===== src/rtl/or_and_pkg.sv =====
// ---------------------------------------------------------------------------
// or_and_pkg
// Shared definitions for the OR/AND selector stimulus checker:
//   - FSM state encoding
//   - LFSR tap mask and default seed
//   - golden(a, b): reference behaviour of the OR/AND selector
//   - lfsr_advance(v): one step of the 16-bit right-shift Galois LFSR
//   - seed_fix(seed): maps an all-zero seed (LFSR lock-up) to the default
// ---------------------------------------------------------------------------
package or_and_pkg;

    typedef enum logic [1:0] {
        ST_IDLE  = 2'd0,
        ST_DRIVE = 2'd1,
        ST_CHECK = 2'd2,
        ST_DONE  = 2'd3
    } state_t;

    localparam logic [15:0] LFSR_TAPS    = 16'hB400;
    localparam logic [15:0] DEFAULT_SEED = 16'hACE1;

    // Selector reference: A[7] picks OR, otherwise AND.
    function automatic logic [7:0] golden(input logic [7:0] a, input logic [7:0] b);
        return a[7] ? (a | b) : (a & b);
    endfunction

    // Galois step: shift right, fold the taps back in when a 1 falls out.
    function automatic logic [15:0] lfsr_advance(input logic [15:0] v);
        return v[0] ? ((v >> 1) ^ LFSR_TAPS) : (v >> 1);
    endfunction

    // An all-zero state never leaves zero, so it is never used as a seed.
    function automatic logic [15:0] seed_fix(input logic [15:0] seed);
        return (seed == 16'h0000) ? DEFAULT_SEED : seed;
    endfunction

endpackage


===== src/rtl/or_and_lfsr16.sv =====
// ---------------------------------------------------------------------------
// or_and_lfsr16
// 16-bit Galois LFSR (right shift, taps 16'hB400) producing operand pairs.
//   clk   in   1   rising-edge clock
//   rst   in   1   synchronous active-high reset; loads seed
//   load  in   1   load seed (restart the sequence)
//   step  in   1   advance one position
//   seed  in  16   start value (caller guarantees non-zero)
//   q     out 16   current LFSR state
// load has priority over step.
// ---------------------------------------------------------------------------
module or_and_lfsr16
    import or_and_pkg::*;
(
    input  logic        clk,
    input  logic        rst,
    input  logic        load,
    input  logic        step,
    input  logic [15:0] seed,
    output logic [15:0] q
);

    always_ff @(posedge clk) begin
        if (rst || load) begin
            q <= seed;
        end else if (step) begin
            q <= lfsr_advance(q);
        end
    end

endmodule


===== config.mk =====
export PLATFORM = sky130hd
export DESIGN_NAME = or_and_lfsr16
export DESIGN_NICKNAME = d
export VERILOG_FILES = /design/src/rtl/or_and_pkg.sv /design/src/rtl/or_and_lfsr16.sv
export SDC_FILE = /design/constraint.sdc
export NUM_CORES = 1
export LEC_CHECK = 0
export BUFFER_PORTS_ARGS = -buffer_cell sky130_fd_sc_hd__buf_2
export CORE_UTILIZATION = 34
export DETAILED_ROUTE_END_ITERATION = 10
export GPL_TIMING_DRIVEN = 0
export SYNTH_ARGS = -nofsm -noshare
export SYNTH_HDL_FRONTEND = slang
export SYNTH_SLANG_ARGS = --single-unit

===== constraint.sdc =====
create_clock -name clk -period 1.6 [get_ports clk]
set_input_delay 0.08 -clock clk [delete_from_list [all_inputs] [get_ports clk]]
set_output_delay 0.08 -clock clk [all_outputs]
set_load 0.03 [all_outputs]

==> key figures, run 1 <==
Status
  • Outcome: complete, no violations

Timing
  • Max Fclk: 0.8358 GHz
  • Final setup TNS: 0 ns
  • Setup ws final: 0.4035 ns
  • Final setup fails: 0
  • Unrepaired setup endpoints after global routing: no
  • Setup Skew: 0.001570 ns
  • Final min period: 1.196 ns
  • Worst-Margin Slew: 0.3645 ns
  • Min Hold Slack: 0.09781 ns
  • Hold Fails Final Rpt: 0
  • Period utilization: 74.78%
  • Final slew viol count: 0
  • Rel. slew slack: 75.70%

Floorplan
  • I/O pin cnt: 36
  • # rows: 16
  • Die W: 49.38 microns
  • Starting Density: 37.38%
  • Area of the die: 2438 sq um
  • Die height: 49.38 microns
  • CORE AREA: 2042 sq um

Logic synthesis
  • Syn Std Cell Area: 763.2 sq um
  • Syn avg cell area: 20.09 sq um
  • Synth Warn #: 0
  • Syn Inst Count: 38
  • Largest family of logic cells by synthesized area: multiplexers
  • Synth Area in Simple Gates: 2.459%
  • Syn nets: 58
  • Compound-cell area share of the yosys netlist: 0%
  • Post-synthesis mux area share: 28.52%
  • Synth cell types: 7
  • Sequential fraction of the synthesis area: 62.95%
  • Xor and xnor fraction of the mapped netlist area: 3.443%
  • Synth Area in Adders: 0%
  • Synthesized flop and latch total: 16

Global routing
  • Global-route wire length before repair: 2118 microns
  • Vias in the first global route: 455
  • Aggregate global routing overflow: 0
  • GRT Overall Usage: 12.02%
  • Largest net degree at the start of global routing: 17
  • Initial antenna violation count: 0

Clocking
  • CTS Buffer Depth: 2
  • CTS Hold Bufs: 0
  • Insertion delay to the later sink of the worst-skew pair: 0.27 ns
  • H-tree levels: 1
  • CTS tree: built
  • Clock transition at path regs: 0.09 ns
  • Resize count post-CTS: 0
  • Setup bufs post-CTS: 0
  • Clk sink count: 16
  • CTS buffer count: 3
  • CTS Root Cell: clkbuf_4

Critical path
  • Worst Setup Path Type: reg2reg
  • Required @ worst endpoint: 1.64 ns
  • Largest fanout on the critical path: 5
  • Crit start category: flip-flop
  • Crit end category: flip-flop
  • Arrival @ worst endpoint: 1.23 ns

Pwr
  • Power Density: 993.7 nW/um^2
  • Peak VDD IR: 409.5 uV
  • Total chip power: 988.5 uW
  • Static leakage power: 0.0004413 uW

Finish
  • Largest Register: q
  • Final Util: 48.71%
  • Layout cells sized above 1: 75.00%
  • Largest regs: q (16)
  • Final-layout fill cell count: 214
  • Syn-to-layout area delta: 30.33%
  • Nets@finish: 98
  • Antenna Cells: 0
  • Max reg flops: 16

Routing
  • Avg WL per Cell: 12.84 microns
  • Detail Route Antenna Nets: 0
  • Vias: 461
  • Routed Wire Length: 1323 microns
  • DRC Markers: 0
  • Drt first pass iters: 3
  • Vias/cell: 4.476
  • Drt initial violations: 2

Placement
  • GP Congestion: 0.6111
  • DP Worst Slack: 0.3886 ns
  • IO Port Bufs: 35

Min path
  • Hold crit path type: in2reg

Run
  • MaxCap Viol Count: 0
report_power, final:
| part | total, uW | switching, uW | internal [uW] |
|---|---|---|---|
| Clock | 207 | 120 | 87.1 |
| Sequential | 541 | 26.4 | 514 |
| Combinational | 241 | 136 | 105 |
per-layer routing:
| layer | GRT usage [%] | routed length (microns) | share of wire, % | up-vias |
|---|---|---|---|---|
| met2 | 18.72 | 635 | 48 | 19 |
| met4 | 5.714 | 12 | 0.91 | 0 |
| met3 | 3.427 | 83 | 6.3 | 2 |
| li1 | - | - | - | 225 |
| met5 | 0 | 0 | 0 | - |
| met1 | 15.26 | 591 | 45 | 215 |
metrics by stage:
stage	area (sq um)	cells
2_1_floorplan	763.2	38
3_3_place_gp	972.2	100
3_5_place_dp	972.2	100
4_1_cts	994.7	103
5_1_grt	994.7	103
6_report	994.7	103
cell usage after synthesis:
master,count,share of area [%]
buf_12,1,2.6
mux2_4,10,20
xor2_1,3,3.4
or3_2,1,0.98
edfxtp_1,16,63
nor2_4,1,1.5
mux2_2,6,8.9
final cells by class:
type	instances	area, sq um	area share (%)
clock buffers	3	22.52	2.264
flip-flops and latches	16	480.5	48.30
plain buffers	1	20.02	2.013
multi-input cells	21	262.8	26.42
well taps	27	33.78	3.396
repair buffers	35	175.2	17.61
layout by cell type (no fill, tap or decap):
cell	count
or3_2	1
mux2_2	6
mux2_4	10
xor2_1	3
edfxtp_1	16
clkbuf_4	3
buf_2	35
buf_12	1
nor2_4	1
logic make-up after synthesis:
kind of cell,Yosys count
simple gates,2
flops,16
xor+xnor,3
buf+inv,1
mux,16
worst max-delay path, cell delays in order, from the launching register on:
cell,delay [ns]
edfxtp_1,0.50
xor2_1,0.20
mux2_4,0.26
path summary, 6_finish.rpt:
kind                                        end  cells after the start      startpoint  slack (ns)
worst min-delay path            q[13]$_DFFE_PP_                      2        seed[13]         0.1
worst max-delay path            q[10]$_DFFE_PP_                      2  q[0]$_DFFE_PP_        0.40
worst min register to register   q[7]$_DFFE_PP_                      1  q[8]$_DFFE_PP_        0.58
worst max register to register  q[10]$_DFFE_PP_                      2  q[0]$_DFFE_PP_        0.40
Power figures use the tool's default switching activity.
==> run 2: changes to the inputs <==
ABC_AREA = 1   (was unset)
clock period = 1.1 ns   (was 1.6 ns; I/O delays follow)
==> run 2 against run 1 <==
Net effect: worst setup slack got worse by 0.32 ns; register-to-register slack worse by 0.32 ns; clock-buffer cell count unchanged.
==> key figures, run 2 <==
Critical path
  • Crit start category: flip-flop
  • Crit end category: flip-flop
  • Largest fanout on the critical path: 5
  • R2r endpoint: q[10]$_DFFE_PP_
  • Worst Setup Path Type: reg2reg
  • Required @ worst endpoint: 1.15 ns
  • Critical path cell sequence: inv_2 -> nand2_1 -> nand3_1 -> nand2_1
  • RR Startpoint: q[0]$_DFFE_PP_
  • Worst R2R Setup Slack: 0.08 ns
  • Max incr delay on CP: 0.46 ns
  • Arrival @ worst endpoint: 1.07 ns
  • CP dominant cell by count: nand2_1
  • CP startpoint: q[0]$_DFFE_PP_
  • FF-to-FF path depth: 4
  • Critical-path top delay cell: edfxtp_1

Floorplan
  • Area of the die: 2461 sq um
  • Die W: 49.61 microns
  • # rows: 16
  • CORE AREA: 2042 sq um
  • I/O pin cnt: 36
  • Die height: 49.61 microns
  • Starting Density: 37.75%

Timing
  • Worst-Margin Slew: 0.3867 ns
  • Min Hold Slack: 0.03097 ns
  • Unrepaired setup endpoints after global routing: no
  • Rel. slew slack: 74.22%
  • Final setup TNS: 0 ns
  • Max Fclk: 0.9825 GHz
  • Setup Skew: 0.002149 ns
  • Period utilization: 92.53%
  • Final setup fails: 0
  • Final min period: 1.018 ns
  • Hold Fails Final Rpt: 0
  • Final slew viol count: 0

Global routing
  • GRT Overall Usage: 13.75%
  • Global-route wire length before repair: 2470 microns
  • Aggregate global routing overflow: 0
  • Largest net degree at the start of global routing: 17
  • Initial antenna violation count: 0
  • Routing usage on met2: 20.50%
  • Met3 Use GR: 4.321%
  • Vias in the first global route: 555
  • Met1 Use GR: 17.70%
  • Most Crowded Layer GR: met2

Finish
  • Max reg flops: 16
  • Most frequent cells in the layout: 46 x nand2_1, 35 x buf_2, 16 x edfxtp_1
  • Final-layout fill cell count: 222
  • Finished Cell Area: 1017 sq um
  • Syn-to-layout area delta: 31.98%
  • Largest regs: q (16)
  • Layout cells sized above 1: 42.50%
  • Post-route insts no fill: 147
  • Nets@finish: 142
  • Antenna Cells: 0
  • Most common cell after layout, fill and taps aside: nand2_1
  • Final Util: 49.82%
  • Largest Register: q

Clocking
  • CTS Buffer Depth: 2
  • Insertion delay to the later sink of the worst-skew pair: 0.28 ns
  • CTS tree: built
  • Clock transition at path regs: 0.09 ns
  • Clk sink count: 16
  • CTS Root Cell: clkbuf_4
  • CTS buffer count: 3
  • CTS Hold Bufs: 0
  • H-tree levels: 1

Placement
  • GP Congestion: 0.7297
  • IO Port Bufs: 35
  • Placed insts: 142
  • Hpwl dp: 1131 microns
  • Placed cell area: 979.7 sq um

Routing
  • Routed Wire Length: 1554 microns
  • Drt first pass iters: 3
  • Avg WL per Cell: 10.57 microns
  • Detail Route Antenna Nets: 0
  • DRC Markers: 0
  • Vias/cell: 4.435
  • Vias: 652
  • Drt initial violations: 11

Logic synthesis
  • Synthesized flop and latch total: 16
  • Cell with the most instances after synthesis: nand2_1
  • Synth area leader: edfxtp_1
  • Post-synth EDFFs: 16
  • Syn Inst Count: 80
  • Syn nets: 100
  • Synth top cells by count: 46 x nand2_1, 16 x edfxtp_1, 4 x inv_1, 3 x nand2_2, 3 x nand3_1
  • Syn avg cell area: 9.634 sq um
  • Top post-synthesis cells by area: edfxtp_1 62%, nand2_1 22%, buf_12 2.6%, nand2_2 2.4%, nand3_1 1.9%
  • Synth Warn #: 0
  • Syn Std Cell Area: 770.7 sq um
  • Top cell type's share of synthesized area: 62.34%
  • Synth cell types: 12
  • Sequential fraction of the synthesis area: 62.34%
  • Asr flop ratio synth: 0%
  • Main synth FF type: edfxtp_1

Pwr
  • Peak VDD IR: 761.8 uV
  • Power Density: 1405 nW/um^2
  • Static leakage power: 0.0005342 uW

Min path
  • Worst hold endpoint: q[6]$_DFFE_PP_
  • HP Start: seed[6]
  • Hold crit path type: in2reg
  • Hold Crit Depth: 3

Run
  • MaxCap Viol Count: 0

Status
  • Outcome: complete, no violations
[run 2: cell types whose count changed after synthesis, moves of 3 or more]
cell / change
nand2_1: +46
inv_1: +4
xor2_1: -3
nand3_1: +3
nand2_2: +3
mux2_4: -10
mux2_2: -6
[run 2: final cells by class]
type,count,area [sq um],share of cell area (%)
buffer,2,27.53,2.706
clock buffer,3,22.52,2.214
timing repair buffer,37,190.2,18.70
tap,27,33.78,3.321
multi-input combinational,56,240.2,23.62
sequential,16,480.5,47.23
inverter,6,22.52,2.214
[run 2: worst max-delay path by stage]
stage                            endpoint  slack [ns]  cells past startpoint
after floorplan           q[13]$_DFFE_PP_      0.0008                      4
after global placement     q[4]$_DFFE_PP_      -0.008                      4
after detailed placement   q[4]$_DFFE_PP_       -0.02                      4
after CTS                 q[10]$_DFFE_PP_        0.03                      4
after global routing      q[13]$_DFFE_PP_        0.02                      4
final                     q[10]$_DFFE_PP_        0.08                      4
[run 2: stage by stage]
step | power (uW) | setup slack (ns)
2_1_floorplan | 1011 | 0.0008318
3_3_place_gp | 1121 | -0.007863
3_5_place_dp | 1126 | -0.01657
4_1_cts | 1431 | 0.02729
5_1_grt | 1499 | 0.01779
6_report | 1429 | 0.08214
[run 2: cells by family after synthesis]
group,count (synthesis),synth area share (%)
flip-flops,16,62.34
AO/OA/AOI/OAI,1,0.6487
AND/OR/NAND/NOR,55,30.52
buffers and inverters,8,6.494
[run 2: layer usage]
layer	vias to the layer above	routed length, microns	part of all wire, %
li1	336	-	-
met1	296	730	47
met2	17	728	47
met3	3	74	4.8
met4	0	21	1.4
met5	-	0	0
[run 2: report_power, final]
part           switching [uW]  internal [uW]
registers                32.5            744
clock network             181            127
logic                     228            116
[run 2: critical path, delay by kind of cell (launching register included)]
| kind | cells | cell delay (ns) |
|---|---|---|
| flops | 1 | 0.46 |
| simple gates | 3 | 0.21 |
| buf+inv | 1 | 0.12 |
[run 2: what timing repair did]
action / in CTS / in global routing
resized for setup: 0 / 1
setup buffers: 0 / 2
setup endpoints to repair: 0 / 3
==> run 3: changes to the inputs <==
clock period = 1.3 ns   (was 1.1 ns; I/O delays follow)
==> run 3 against run 2 <==
Net effect: total power down 16%; clock-buffer cell count unchanged; sequential share of layout area up 0.71 points; worst setup slack better by 0.15 ns; register-to-register slack better by 0.15 ns; clock skew about the same; final cell count down 1.4%; non-clock buffer count down 2; critical path depth unchanged; die area unchanged; critical path type unchanged; largest power group unchanged.
==> key figures, run 3 (synthesized netlist as in run 2, its figures left out) <==
Status
  • Outcome: complete, no violations

Clocking
  • H-tree levels: 1
  • CTS tree: built
  • Insertion delay to the later sink of the worst-skew pair: 0.28 ns
  • CTS Hold Bufs: 0
  • Resize count post-CTS: 0
  • CTS Buffer Depth: 2
  • Clock transition at path regs: 0.09 ns
  • Clk sink count: 16
  • Setup bufs post-CTS: 0
  • CTS Root Cell: clkbuf_4
  • CTS buffer count: 3

Floorplan
  • I/O pin cnt: 36
  • # rows: 16
  • Area of the die: 2461 sq um
  • Die height: 49.61 microns
  • Starting Density: 37.75%
  • CORE AREA: 2042 sq um
  • Die W: 49.61 microns

Critical path
  • Largest fanout on the critical path: 5
  • Required @ worst endpoint: 1.35 ns
  • FF-to-FF path depth: 4
  • Worst Setup Path Type: reg2reg
  • CP startpoint: q[0]$_DFFE_PP_
  • Arrival @ worst endpoint: 1.11 ns
  • RR Startpoint: q[0]$_DFFE_PP_
  • Crit end category: flip-flop
  • Crit start category: flip-flop
  • Worst R2R Setup Slack: 0.24 ns
  • R2r endpoint: q[10]$_DFFE_PP_

Placement
  • Placed insts: 142
  • DP Worst Slack: 0.1734 ns
  • IO Port Bufs: 35
  • Hpwl dp: 1131 microns
  • GP Congestion: 0.7297

Routing
  • Detail Route Antenna Nets: 0
  • Routed Wire Length: 1540 microns
  • DRC Markers: 0
  • Vias/cell: 4.469
  • Drt first pass iters: 4
  • Avg WL per Cell: 10.62 microns
  • Drt initial violations: 9
  • Vias: 648

Finish
  • Most common cell after layout, fill and taps aside: nand2_1
  • Multi-input logic area: 240.2 sq um
  • Final Util: 49.08%
  • Antenna Cells: 0
  • Largest regs: q (16)
  • Register area: 480.5 sq um
  • Max reg flops: 16
  • Most frequent cells in the layout: 46 x nand2_1, 35 x buf_2, 16 x edfxtp_1
  • Syn-to-layout area delta: 30.03%
  • Post-route insts no fill: 145
  • Nets@finish: 140
  • Largest Register: q
  • Layout cells sized above 1: 40.68%
  • Final-layout fill cell count: 220

Global routing
  • Vias in the first global route: 555
  • Initial antenna violation count: 0
  • GRT Overall Usage: 13.75%
  • Largest net degree at the start of global routing: 17
  • Aggregate global routing overflow: 0
  • Global-route wire length before repair: 2470 microns

Timing
  • Rel. slew slack: 74.11%
  • Worst-Margin Slew: 0.3883 ns
  • Period utilization: 81.87%
  • Final min period: 1.064 ns
  • Hold Fails Final Rpt: 0
  • Final slew viol count: 0
  • Max Fclk: 0.9396 GHz
  • Final setup fails: 0
  • Setup ws final: 0.2357 ns
  • Setup Skew: 0.001804 ns
  • Final setup TNS: 0 ns
  • Unrepaired setup endpoints after global routing: no

Pwr
  • Logic gate share of total power: 23.5%
  • Power share of the clock group: 21.6%
  • Int Pwr: 828.3 uW
  • Seq pwr share: 54.9%
  • Power Density: 1194 nW/um^2
  • P_sw: 368.0 uW
  • Static leakage power: 0.0005254 uW
  • Peak VDD IR: 644.4 uV
  • Switch share: 30.76%

Min path
  • Worst hold endpoint: q[9]$_DFFE_PP_
  • Hold crit path type: in2reg
  • Hold Crit Depth: 3
  • HP Start: seed[9]

Run
  • MaxCap Viol Count: 0
[run 3: layer usage]
layer	track usage (%)	wire (microns)
met5	0	0
met4	7.143	0
met1	17.70	733
met2	20.50	734
met3	4.321	72
[run 3: worst max path at each step]
stage | to | slack, ns | cells after the start
after floorplan | q[13]$_DFFE_PP_ | 0.20 | 4
after global placement | q[4]$_DFFE_PP_ | 0.18 | 4
after detailed placement | q[4]$_DFFE_PP_ | 0.17 | 4
after CTS | q[10]$_DFFE_PP_ | 0.23 | 4
after global routing | q[13]$_DFFE_PP_ | 0.15 | 4
final | q[10]$_DFFE_PP_ | 0.24 | 4
[run 3: layout make-up]
type / instances / share of cell area [%]
multi-input cells: 56 / 23.97
well taps: 27 / 3.371
inverters: 6 / 2.247
clock buffers: 3 / 2.247
repair buffers: 35 / 17.48
plain buffers: 2 / 2.747
flip-flops and latches: 16 / 47.94
[run 3: power by group through the flow]
stage | Clock (uW) | Combinational (uW) | Sequential [uW]
after floorplan | 0 | 82.4 | 773
after global placement | 0 | 279 | 670
after detailed placement | 0 | 284 | 669
after CTS | 269 | 284 | 658
after global routing | 287 | 306 | 665
final | 258 | 281 | 657
[run 3: metrics by stage]
step	hold slack, ns	total power, uW	area (sq um)
finish	0.04451	1196	1002
global route	0.02721	1259	1002
CTS	0.03359	1211	1002
detailed placement	0.3332	952.9	979.7
global placement	0.3278	948.7	979.7
floorplan	0.2378	855.5	770.7
[run 3: worst max-delay path, cell delays in order, from the launching register on]
cell and delay [ns]:
edfxtp_1 0.46, inv_1 0.16, nand2_1 0.07, nand3_1 0.09
nand2_1 0.06
